File: src/rtl/ps2_kbd_pkg.sv
// ps2_kbd_pkg
// Shared types and constants for the PS/2 key event controller:
//   - decoder state encoding
//   - set-2 prefix / keyboard overrun byte values
//   - register word addresses
//   - packed key event record {ext, rel, code}
package ps2_kbd_pkg;

    typedef enum logic [1:0] {
        IDLE     = 2'd0,
        GOT_E0   = 2'd1,
        GOT_F0   = 2'd2,
        GOT_E0F0 = 2'd3
    } kbd_state_e;

    localparam logic [7:0] PFX_EXT  = 8'hE0;
    localparam logic [7:0] PFX_BRK  = 8'hF0;
    localparam logic [7:0] KBD_OVR0 = 8'h00;
    localparam logic [7:0] KBD_OVR1 = 8'hFF;

    localparam logic [1:0] ADDR_DATA   = 2'd0;
    localparam logic [1:0] ADDR_STATUS = 2'd1;
    localparam logic [1:0] ADDR_CTRL   = 2'd2;

    // 'rel' is the break (key release) flag; 'release' is a reserved word.
    typedef struct packed {
        logic       ext;
        logic       rel;
        logic [7:0] code;
    } key_event_t;

endpackage

File: src/rtl/kbd_event_fifo.sv
// kbd_event_fifo
// Synchronous FIFO for key events. Head entry is readable without a pop.
// Ports:
//   clk, reset     : clock, synchronous active-high reset
//   push_i/data_i  : write request and data
//   pop_i          : read request (ignored when empty)
//   head_o         : oldest entry (valid while !empty_o)
//   full_o/empty_o : occupancy flags
//   count_o        : number of entries held
//   drop_o         : pulses when a push is rejected because the FIFO is full
module kbd_event_fifo #(
    parameter int DEPTH = 8,
    parameter int WIDTH = 10
) (
    input  logic                       clk,
    input  logic                       reset,
    input  logic                       push_i,
    input  logic [WIDTH-1:0]           data_i,
    input  logic                       pop_i,
    output logic [WIDTH-1:0]           head_o,
    output logic                       full_o,
    output logic                       empty_o,
    output logic [$clog2(DEPTH):0]     count_o,
    output logic                       drop_o
);
    localparam int AW = $clog2(DEPTH);
    localparam int CW = AW + 1;

    logic [WIDTH-1:0] mem_q [DEPTH];
    logic [AW-1:0]    wr_ptr_q, rd_ptr_q;
    logic [CW-1:0]    count_q, count_d;
    logic             push_ok, pop_ok;

    assign empty_o = (count_q == '0);
    assign full_o  = (count_q == CW'(DEPTH));
    assign pop_ok  = pop_i & ~empty_o;
    // A pop in the same cycle frees a slot, so a full FIFO still accepts.
    assign push_ok = push_i & (~full_o | pop_ok);
    assign drop_o  = push_i & ~push_ok;
    assign count_d = count_q + CW'(push_ok) - CW'(pop_ok);
    assign head_o  = mem_q[rd_ptr_q];
    assign count_o = count_q;

    always_ff @(posedge clk) begin
        if (push_ok) begin
            mem_q[wr_ptr_q] <= data_i;
        end
    end

    // Pointers wrap naturally because DEPTH is a power of two.
    always_ff @(posedge clk) begin
        if (reset) begin
            wr_ptr_q <= '0;
            rd_ptr_q <= '0;
            count_q  <= '0;
        end else begin
            if (push_ok) wr_ptr_q <= wr_ptr_q + 1'b1;
            if (pop_ok)  rd_ptr_q <= rd_ptr_q + 1'b1;
            count_q <= count_d;
        end
    end

endmodule

File: src/rtl/ps2_key_event_ctrl.sv
// ps2_key_event_ctrl
// Folds PS/2 set-2 scancode bytes (E0 / F0 / E0 F0 prefixes) into key events,
// queues them, and exposes them through a small memory-mapped register file.
// Ports:
//   clk, reset                      : clock, synchronous active-high reset
//   scancode_i, scancode_valid_i    : received byte and its strobe
//   rx_error_i                      : receiver framing/parity error strobe
//   bus_addr_i, bus_rd_i, bus_wr_i  : register word address and strobes
//   bus_wdata_i, bus_rdata_o        : write data, combinational read data
//   irq_o                           : level interrupt (irq_en & not_empty)
module ps2_key_event_ctrl
    import ps2_kbd_pkg::*;
#(
    parameter int DEPTH          = 8,
    parameter int PREFIX_TIMEOUT = 200000
) (
    input  logic        clk,
    input  logic        reset,
    input  logic [7:0]  scancode_i,
    input  logic        scancode_valid_i,
    input  logic        rx_error_i,
    input  logic [1:0]  bus_addr_i,
    input  logic        bus_rd_i,
    input  logic        bus_wr_i,
    input  logic [31:0] bus_wdata_i,
    output logic [31:0] bus_rdata_o,
    output logic        irq_o
);
    localparam int TW = $clog2(PREFIX_TIMEOUT + 1);
    localparam int EW = $bits(key_event_t);

    kbd_state_e        state_q, state_d;
    logic [TW-1:0]     tmo_q, tmo_d;
    logic [7:0]        err_cnt_q;
    logic              overflow_q;
    logic              irq_en_q;

    logic              push;
    key_event_t        push_ev;
    logic              err_inc;
    logic              timeout;

    logic [EW-1:0]     fifo_head;
    key_event_t        head_ev;
    logic              fifo_full, fifo_empty, fifo_drop, fifo_pop;
    logic [$clog2(DEPTH):0] fifo_count;

    logic              wr_status, wr_ctrl;
    logic              unused_wdata;

    assign timeout = (state_q != IDLE) && (tmo_q == TW'(PREFIX_TIMEOUT - 1));

    // Decoder: receiver error beats a coincident byte; a byte beats timeout.
    always_comb begin
        state_d = state_q;
        push    = 1'b0;
        push_ev = '{ext: 1'b0, rel: 1'b0, code: scancode_i};
        err_inc = 1'b0;
        if (rx_error_i) begin
            state_d = IDLE;
            err_inc = 1'b1;
        end else if (scancode_valid_i) begin
            unique case (state_q)
                IDLE: begin
                    if (scancode_i == PFX_EXT) begin
                        state_d = GOT_E0;
                    end else if (scancode_i == PFX_BRK) begin
                        state_d = GOT_F0;
                    end else if (scancode_i == KBD_OVR0 || scancode_i == KBD_OVR1) begin
                        err_inc = 1'b1;
                    end else begin
                        push = 1'b1;
                    end
                end
                GOT_E0: begin
                    if (scancode_i == PFX_BRK) begin
                        state_d = GOT_E0F0;
                    end else if (scancode_i != PFX_EXT) begin
                        push        = 1'b1;
                        push_ev.ext = 1'b1;
                        state_d     = IDLE;
                    end
                end
                GOT_F0, GOT_E0F0: begin
                    state_d = IDLE;
                    if (scancode_i == PFX_EXT || scancode_i == PFX_BRK) begin
                        err_inc = 1'b1;
                    end else begin
                        push        = 1'b1;
                        push_ev.ext = (state_q == GOT_E0F0);
                        push_ev.rel = 1'b1;
                    end
                end
                default: state_d = IDLE;
            endcase
        end else if (timeout) begin
            state_d = IDLE;
        end
    end

    // Timeout counter only runs while waiting in a prefix state.
    always_comb begin
        tmo_d = tmo_q + 1'b1;
        if (scancode_valid_i || rx_error_i || state_q == IDLE || timeout) begin
            tmo_d = '0;
        end
    end

    assign wr_status = bus_wr_i && (bus_addr_i == ADDR_STATUS);
    assign wr_ctrl   = bus_wr_i && (bus_addr_i == ADDR_CTRL);
    assign fifo_pop  = bus_rd_i && (bus_addr_i == ADDR_DATA);

    always_ff @(posedge clk) begin
        if (reset) begin
            state_q    <= IDLE;
            tmo_q      <= '0;
            err_cnt_q  <= '0;
            overflow_q <= 1'b0;
            irq_en_q   <= 1'b0;
        end else begin
            state_q <= state_d;
            tmo_q   <= tmo_d;
            // Set/increment take priority over a software clear.
            if (err_inc) begin
                if (err_cnt_q != 8'hFF) err_cnt_q <= err_cnt_q + 8'd1;
            end else if (wr_status && bus_wdata_i[8]) begin
                err_cnt_q <= '0;
            end
            if (fifo_drop) begin
                overflow_q <= 1'b1;
            end else if (wr_status && bus_wdata_i[1]) begin
                overflow_q <= 1'b0;
            end
            if (wr_ctrl) irq_en_q <= bus_wdata_i[0];
        end
    end

    kbd_event_fifo #(
        .DEPTH (DEPTH),
        .WIDTH (EW)
    ) u_fifo (
        .clk     (clk),
        .reset   (reset),
        .push_i  (push),
        .data_i  (push_ev),
        .pop_i   (fifo_pop),
        .head_o  (fifo_head),
        .full_o  (fifo_full),
        .empty_o (fifo_empty),
        .count_o (fifo_count),
        .drop_o  (fifo_drop)
    );

    assign head_ev = key_event_t'(fifo_head);

    always_comb begin
        bus_rdata_o = '0;
        unique case (bus_addr_i)
            ADDR_DATA: begin
                if (!fifo_empty) begin
                    bus_rdata_o = {1'b1, 21'd0, head_ev.ext, head_ev.rel, head_ev.code};
                end
            end
            ADDR_STATUS: begin
                bus_rdata_o = {8'd0, 8'(fifo_count), err_cnt_q, 5'd0,
                               fifo_full, overflow_q, ~fifo_empty};
            end
            ADDR_CTRL: bus_rdata_o = {31'd0, irq_en_q};
            default:   bus_rdata_o = '0;
        endcase
    end

    assign irq_o = irq_en_q & ~fifo_empty;

    assign unused_wdata = ^{bus_wdata_i[31:9], bus_wdata_i[7:2]};

endmodule
File: config.mk
export PLATFORM = sky130hd
export DESIGN_NAME = ps2_key_event_ctrl
export DESIGN_NICKNAME = d
export VERILOG_FILES = /design/src/rtl/ps2_kbd_pkg.sv /design/src/rtl/kbd_event_fifo.sv /design/src/rtl/ps2_key_event_ctrl.sv
export SDC_FILE = /design/constraint.sdc
export NUM_CORES = 1
export LEC_CHECK = 0
export ABC_AREA = 1
export CORE_AREA = 2 2 100 122
export DETAILED_ROUTE_END_ITERATION = 6
export DIE_AREA = 0 0 102 124
export PLACE_DENSITY = 0.81
export SYNTH_ARGS = -nofsm -noshare
export SYNTH_HDL_FRONTEND = slang
export SYNTH_SLANG_ARGS = --single-unit
File: constraint.sdc
create_clock -name clk -period 5.4 [get_ports clk]
set_clock_uncertainty 0.05 [all_clocks]
set_input_delay 1.08 -clock clk [delete_from_list [all_inputs] [get_ports clk]]
set_output_delay 1.08 -clock clk [all_outputs]
set_load 0.01 [all_outputs]
==> out/qor.yml <==
num_rows: 43
final_area_sq_mm: 0.006721
grt_pass1_vias: 4247
worst_pin_slew_ns: 0.7867
yosysUniqueCellTypes: 45
pre_cts_ws_ns: 1.098
postSynthCellCount: 572
finalNetCount: 683
synth_most_common_cell: "nor2_1"
ys.flop_type: "edfxtp_1"
finalWorstSetupSlack_ns: 1.080
grt_antenna_before_repair: 0
crit_path_cell_trace: "clkdlybuf4s50_1 -> inv_1 -> nor2_1 -> inv_1 -> o21ai_0 -> clkdlybuf4s50_1"
cp.depth: 6
startpoint: "bus_addr_i[0]"
grt_pass1_wl_mm: 20.00
rr_startpoint: "u_fifo.count_o[2]"
dp.cells: 762
ys_seq_area_frac: 0.5785
start_util: 0.4945
maxCapViolCount: 0
cts_tree: "done"
rsz0062_at_grt: "false"
grt_overflow: 0
power_density_mw_per_mm2: 352.3
route.vias.total: 4230
initialDrtViolationCount: 230
clock.fmax_mhz: 231.5
postCtsHoldBufs: 0
io_pins: 81
critPathMaxStageDelay_ns: 0.60
synth-async-reset-ratio: 0
synth_area_sq_mm: 0.005640
worst_path_dominant_cell_family: "buffers and inverters"
drc: 0
core_sq_mm: 0.01141
yosysTopAreaCell: "edfxtp_1"
timing.rr.end: "u_fifo.count_o[2]"
synth_top_cell_area_share: 0.4259
p_leak_nw: 2.329
clockRootBuffer: "clkbuf_16"
yosysWarnings: 0
antenna_left: 0
holdPathStages: 1
cp-start-kind: "input port"
slew_violations: 0
setup_viol: 0
cp_num_buf_inv: 4
critical_path_peak_fanout: 14
nFillCells: 955
setup_tns_ns: 0
cts.sinks: 123
grt_max_degree: 42
cts.repair.resized: 0
wl_mm: 12.49
die_h_um: 124
crit_arrival_ns: 3.19
r2r_cells: 14
syn2layout_area_growth_pct: 19.17
slowest_stage: "clkdlybuf4s50_1"
io_buffers: 40
crit_type: "in -> out"
whs_endpoint: "tmo_q[0]"
synth_area_leaders: "edfxtp_1, dfxtp_1, nor2_1"
drive_gt1_frac: 0.1289
die_w_um: 102
vias_per_cell: 5.334
cts_max_path_buffers: 2
ys_ff_latch: 123
post-route-period-util: 0.8001
place.gp.congestion: 0.8289
syn-mean-instance-area_sq_um: 9.861
hpwl_mm: 8.099
relSlewSlack: 0.4715
cts_htree_levels: 4
hold_viol: 0
min_path_type: "reg -> reg"
path_clk_slew_ns: 0.05
cts_buffers: 17
synth_top_cells_by_count: "nor2_1, edfxtp_1, o21ai_0"
rrSetupSlack_ns: 2.74
vdd_ir_drop_max_mv: 0.2455
dieArea_sq_mm: 0.01265
post-cts-setup-buffers: 0
outcome: "complete, no violations"
clock_latency_ns: 0.41
layout.cells.non_filler: 793
cp-end-kind: "primary output"
firstDrtPassIters: 7
synth_edf_count: 80
post-route-min-period_ns: 4.320
avgRoutedWirePerCell_um: 15.75
required_ns: 4.27
place_area_sq_mm: 0.006203
track_usage: 0.2107
worstHoldStart: "tmo_q[0]"
diodes: 0
logic make-up after synthesis:
group / after synthesis / synth area share
buffers and inverters: 83 / 0.06389
AND/OR/NAND/NOR: 231 / 0.2010
multiplexers: 1 / 0.001775
adder cells (fa/ha/maj): 11 / 0.02573
AO/OA/AOI/OAI: 111 / 0.1114
XOR/XNOR: 11 / 0.01708
other: 1 / 0.0006648
flip-flops: 123 / 0.5785
metal layers:
layer | wire length [um] | vias to the layer above | GRT usage
met5 | 0 | - | 0
li1 | - | 2051 | -
met2 | 6792 | 124 | 0.3939
met1 | 4885 | 2033 | 0.2290
met4 | 209 | 0 | 0.07833
met3 | 605 | 22 | 0.04938
worst max-delay path by stage:
stage,endpoint,slack (ns)
6_report,bus_rdata_o[9],1.08
5_1_grt,bus_rdata_o[9],0.91
4_1_cts,bus_rdata_o[9],1.10
3_5_place_dp,bus_rdata_o[9],1.10
3_3_place_gp,bus_rdata_o[9],1.13
2_1_floorplan,bus_rdata_o[3],2.30
cells in the final DEF, fill, tap and decap left out, drive strengths merged, types with 2 or more instances in the layout:
cell and instances:
o211ai 5, conb 11, clkinvlp 2, a21oi 24, buf 11, or2 3
nand4 4, o21ai 60, xor2 9, nand2 59, inv 55, a31oi 5
nor2 118, clkinv 7, o221ai 6, nor3b 2, nor4 2, nand3 25
dfxtp 43, clkbuf 21, edfxtp 80, xnor2 2, o22ai 9, clkdlybuf4s50 40
ha 10, nor3 16
cell type report:
type                            count  area (sq um)  share of cell area
Sequential cell                   123          3263              0.4855
Clock inverter                     10         77.57             0.01154
Multi-Input combinational cell    376          2054              0.3057
Tap cell                          157         196.4             0.02923
Timing Repair Buffer               51         483.0             0.07185
Clock buffer                       21         440.4             0.06552
Inverter                           55         206.4             0.03071
state kept, by name, summed over array words and instances (netlist names), named ones only:
register         cells
state_q              2
irq_en_q             1
u_fifo.count_o       4
u_fifo.mem_q        80
u_fifo.wr_ptr_q      3
tmo_q               18
u_fifo.rd_ptr_q      3
overflow_q           1
err_cnt_q            8
power by group:
group | total, mW | switching (mW) | internal [mW]
registers | 1.05 | 0.0164 | 1.03
logic | 0.323 | 0.199 | 0.124
clock network | 0.995 | 0.374 | 0.620
total | 2.37 | 0.590 | 1.78
per-stage QoR:
step	utilization	power [mW]	hold slack [ns]
finish	0.5893	2.368	0.4185
global route	0.5893	2.463	0.4379
CTS	0.5893	2.378	0.4191
detailed placement	0.5439	1.387	0.4036
global placement	0.5439	1.370	0.3798
floorplan	-	1.271	0.3619
Note: power is estimated with default switching activity, not from simulation.
==> variant: new RTL, config.mk and constraints unchanged <==
Change the parameter `PREFIX_TIMEOUT` from 200000 to 100000.
--- a/src/rtl/ps2_key_event_ctrl.sv
+++ b/src/rtl/ps2_key_event_ctrl.sv
@@ -13,5 +13,5 @@
 #(
     parameter int DEPTH          = 8,
-    parameter int PREFIX_TIMEOUT = 200000
+    parameter int PREFIX_TIMEOUT = 100000
 ) (
     input  logic        clk,
Function: same outputs for any inputs over 4 cycles, from zero or initial values and one cycle with reset high; that may be too few to reach the edited logic, so the function may still have changed.
==> variant against the unedited design <==
  * Count of clock-buffer cells in the layout down 3
  * Sequential cell count fell by 1
  * Power increased by 5.7%
  * Critical path depth is 2 higher
  * Cell area fell by 0.48%
  * Worst setup slack got worse by 30 ps
  * Final cell count fell by 0.25%
  * Wire length up 0.64%
  * Largest cell class unchanged
  * Register-to-register slack worse by 440 ps
  * First-iteration DRC count grew 29%
  * Synthesized area decreased by 1.9%
  * Synthesized cell count is 0.17% lower
==> variant: results (changes against the unedited design) <==
----------------------------------------------------
[Place]
  Last weighted congestion value of the routability-driven placer ... 0.8362 (was 0.8289)
  Worst-case setup slack after placement ... 1232 ps (was 1098 ps)
  HPWL after DPL ... 8172 um (was 8099 um)
  # placed instances ... 759 (was 762)

[Min path]
  Worst Min Path Start ... u_fifo.rd_ptr_q[2] (was tmo_q[0])
  Worst Hold End ... u_fifo.rd_ptr_q[2] (was tmo_q[0])

[GRT]
  Met2 Track Usage GR ... 35.57% (was 39.39%)
  Total global routing track utilization ... 20.63% (was 21.07%)
  Vias in the first global route ... 4057 (was 4247)

[Routing]
  Drt wl/cell ... 15.89 um (was 15.75 um)
  Met2 routed WL ... 6455 um (was 6792 um)
  Wire length on met1 ... 5071 um (was 4885 um)
  Met3 wirelength from detailed routing ... 782 um (was 605 um)
  DRC marker count from the first detailed-route iteration ... 296 (was 230)

[Pwr]
  Static leakage ... 2.404 nW (was 2.329 nW)
  Clock network power ... 0.00114 W (was 0.000995 W)
  Portion of total power attributed to the clock network ... 45.5% (was 42.0%)
  Internal portion of total power ... 0.001878 W (was 0.001778 W)

[Critical path]
  Logic depth of the worst register-to-register path ... 11 (was 14)
  Critical Path AT ... 3220 ps (was 3190 ps)
  Largest fanout of any net on the critical path ... 41 (was 14)

[Synthesis]
  Synth area leaders ... edfxtp_1, dfxtp_1, nor2_1 (unchanged)
  Fraction of synthesized area in multiplexers ... 0% (was 0.1775%)
  Xor/xnor share of the synthesized area ... 2.058% (was 1.708%)
  Top cells by instance count after synthesis ... nor2_1, edfxtp_1, o21ai_0 (unchanged)
  Sequential area share after synthesis ... 58.63% (was 57.85%)

[Status]
  Outcome ... completed (unchanged)

[STA]
  Slew @ Worst Pin ... 1191 ps (was 786.7 ps)

----------------------------------------------------
[variant: changes by cell type after synthesis, moves of 3 or more]
cell / before / now
nor2_1: 110 / 116
clkbuf_1: 13 / 16
nand2_1: 46 / 55
nor3_1: 12 / 5
nand3_1: 20 / 28
inv_1: 46 / 43
o211ai_1: 5 / 2
nor3_2: 4 / 0
[variant: worst max-delay path by stage]
stage,to,slack (ps),cells past startpoint
6_report,bus_rdata_o[8],1050,8
5_1_grt,bus_rdata_o[8],930,8
4_1_cts,bus_rdata_o[1],1100,8
3_5_place_dp,bus_rdata_o[2],1230,6
3_3_place_gp,bus_rdata_o[2],1300,6
2_1_floorplan,bus_rdata_o[1],2290,6
[variant: cell type report]
cell class	count	area, um2
fillers	926	4717
flip-flops and latches	122	3243
multi-input cells	379	1983
repair buffers	49	467.9
clock buffers	18	429.2
well taps	157	196.4
inverters	52	195.2
clock inverters	14	173.9
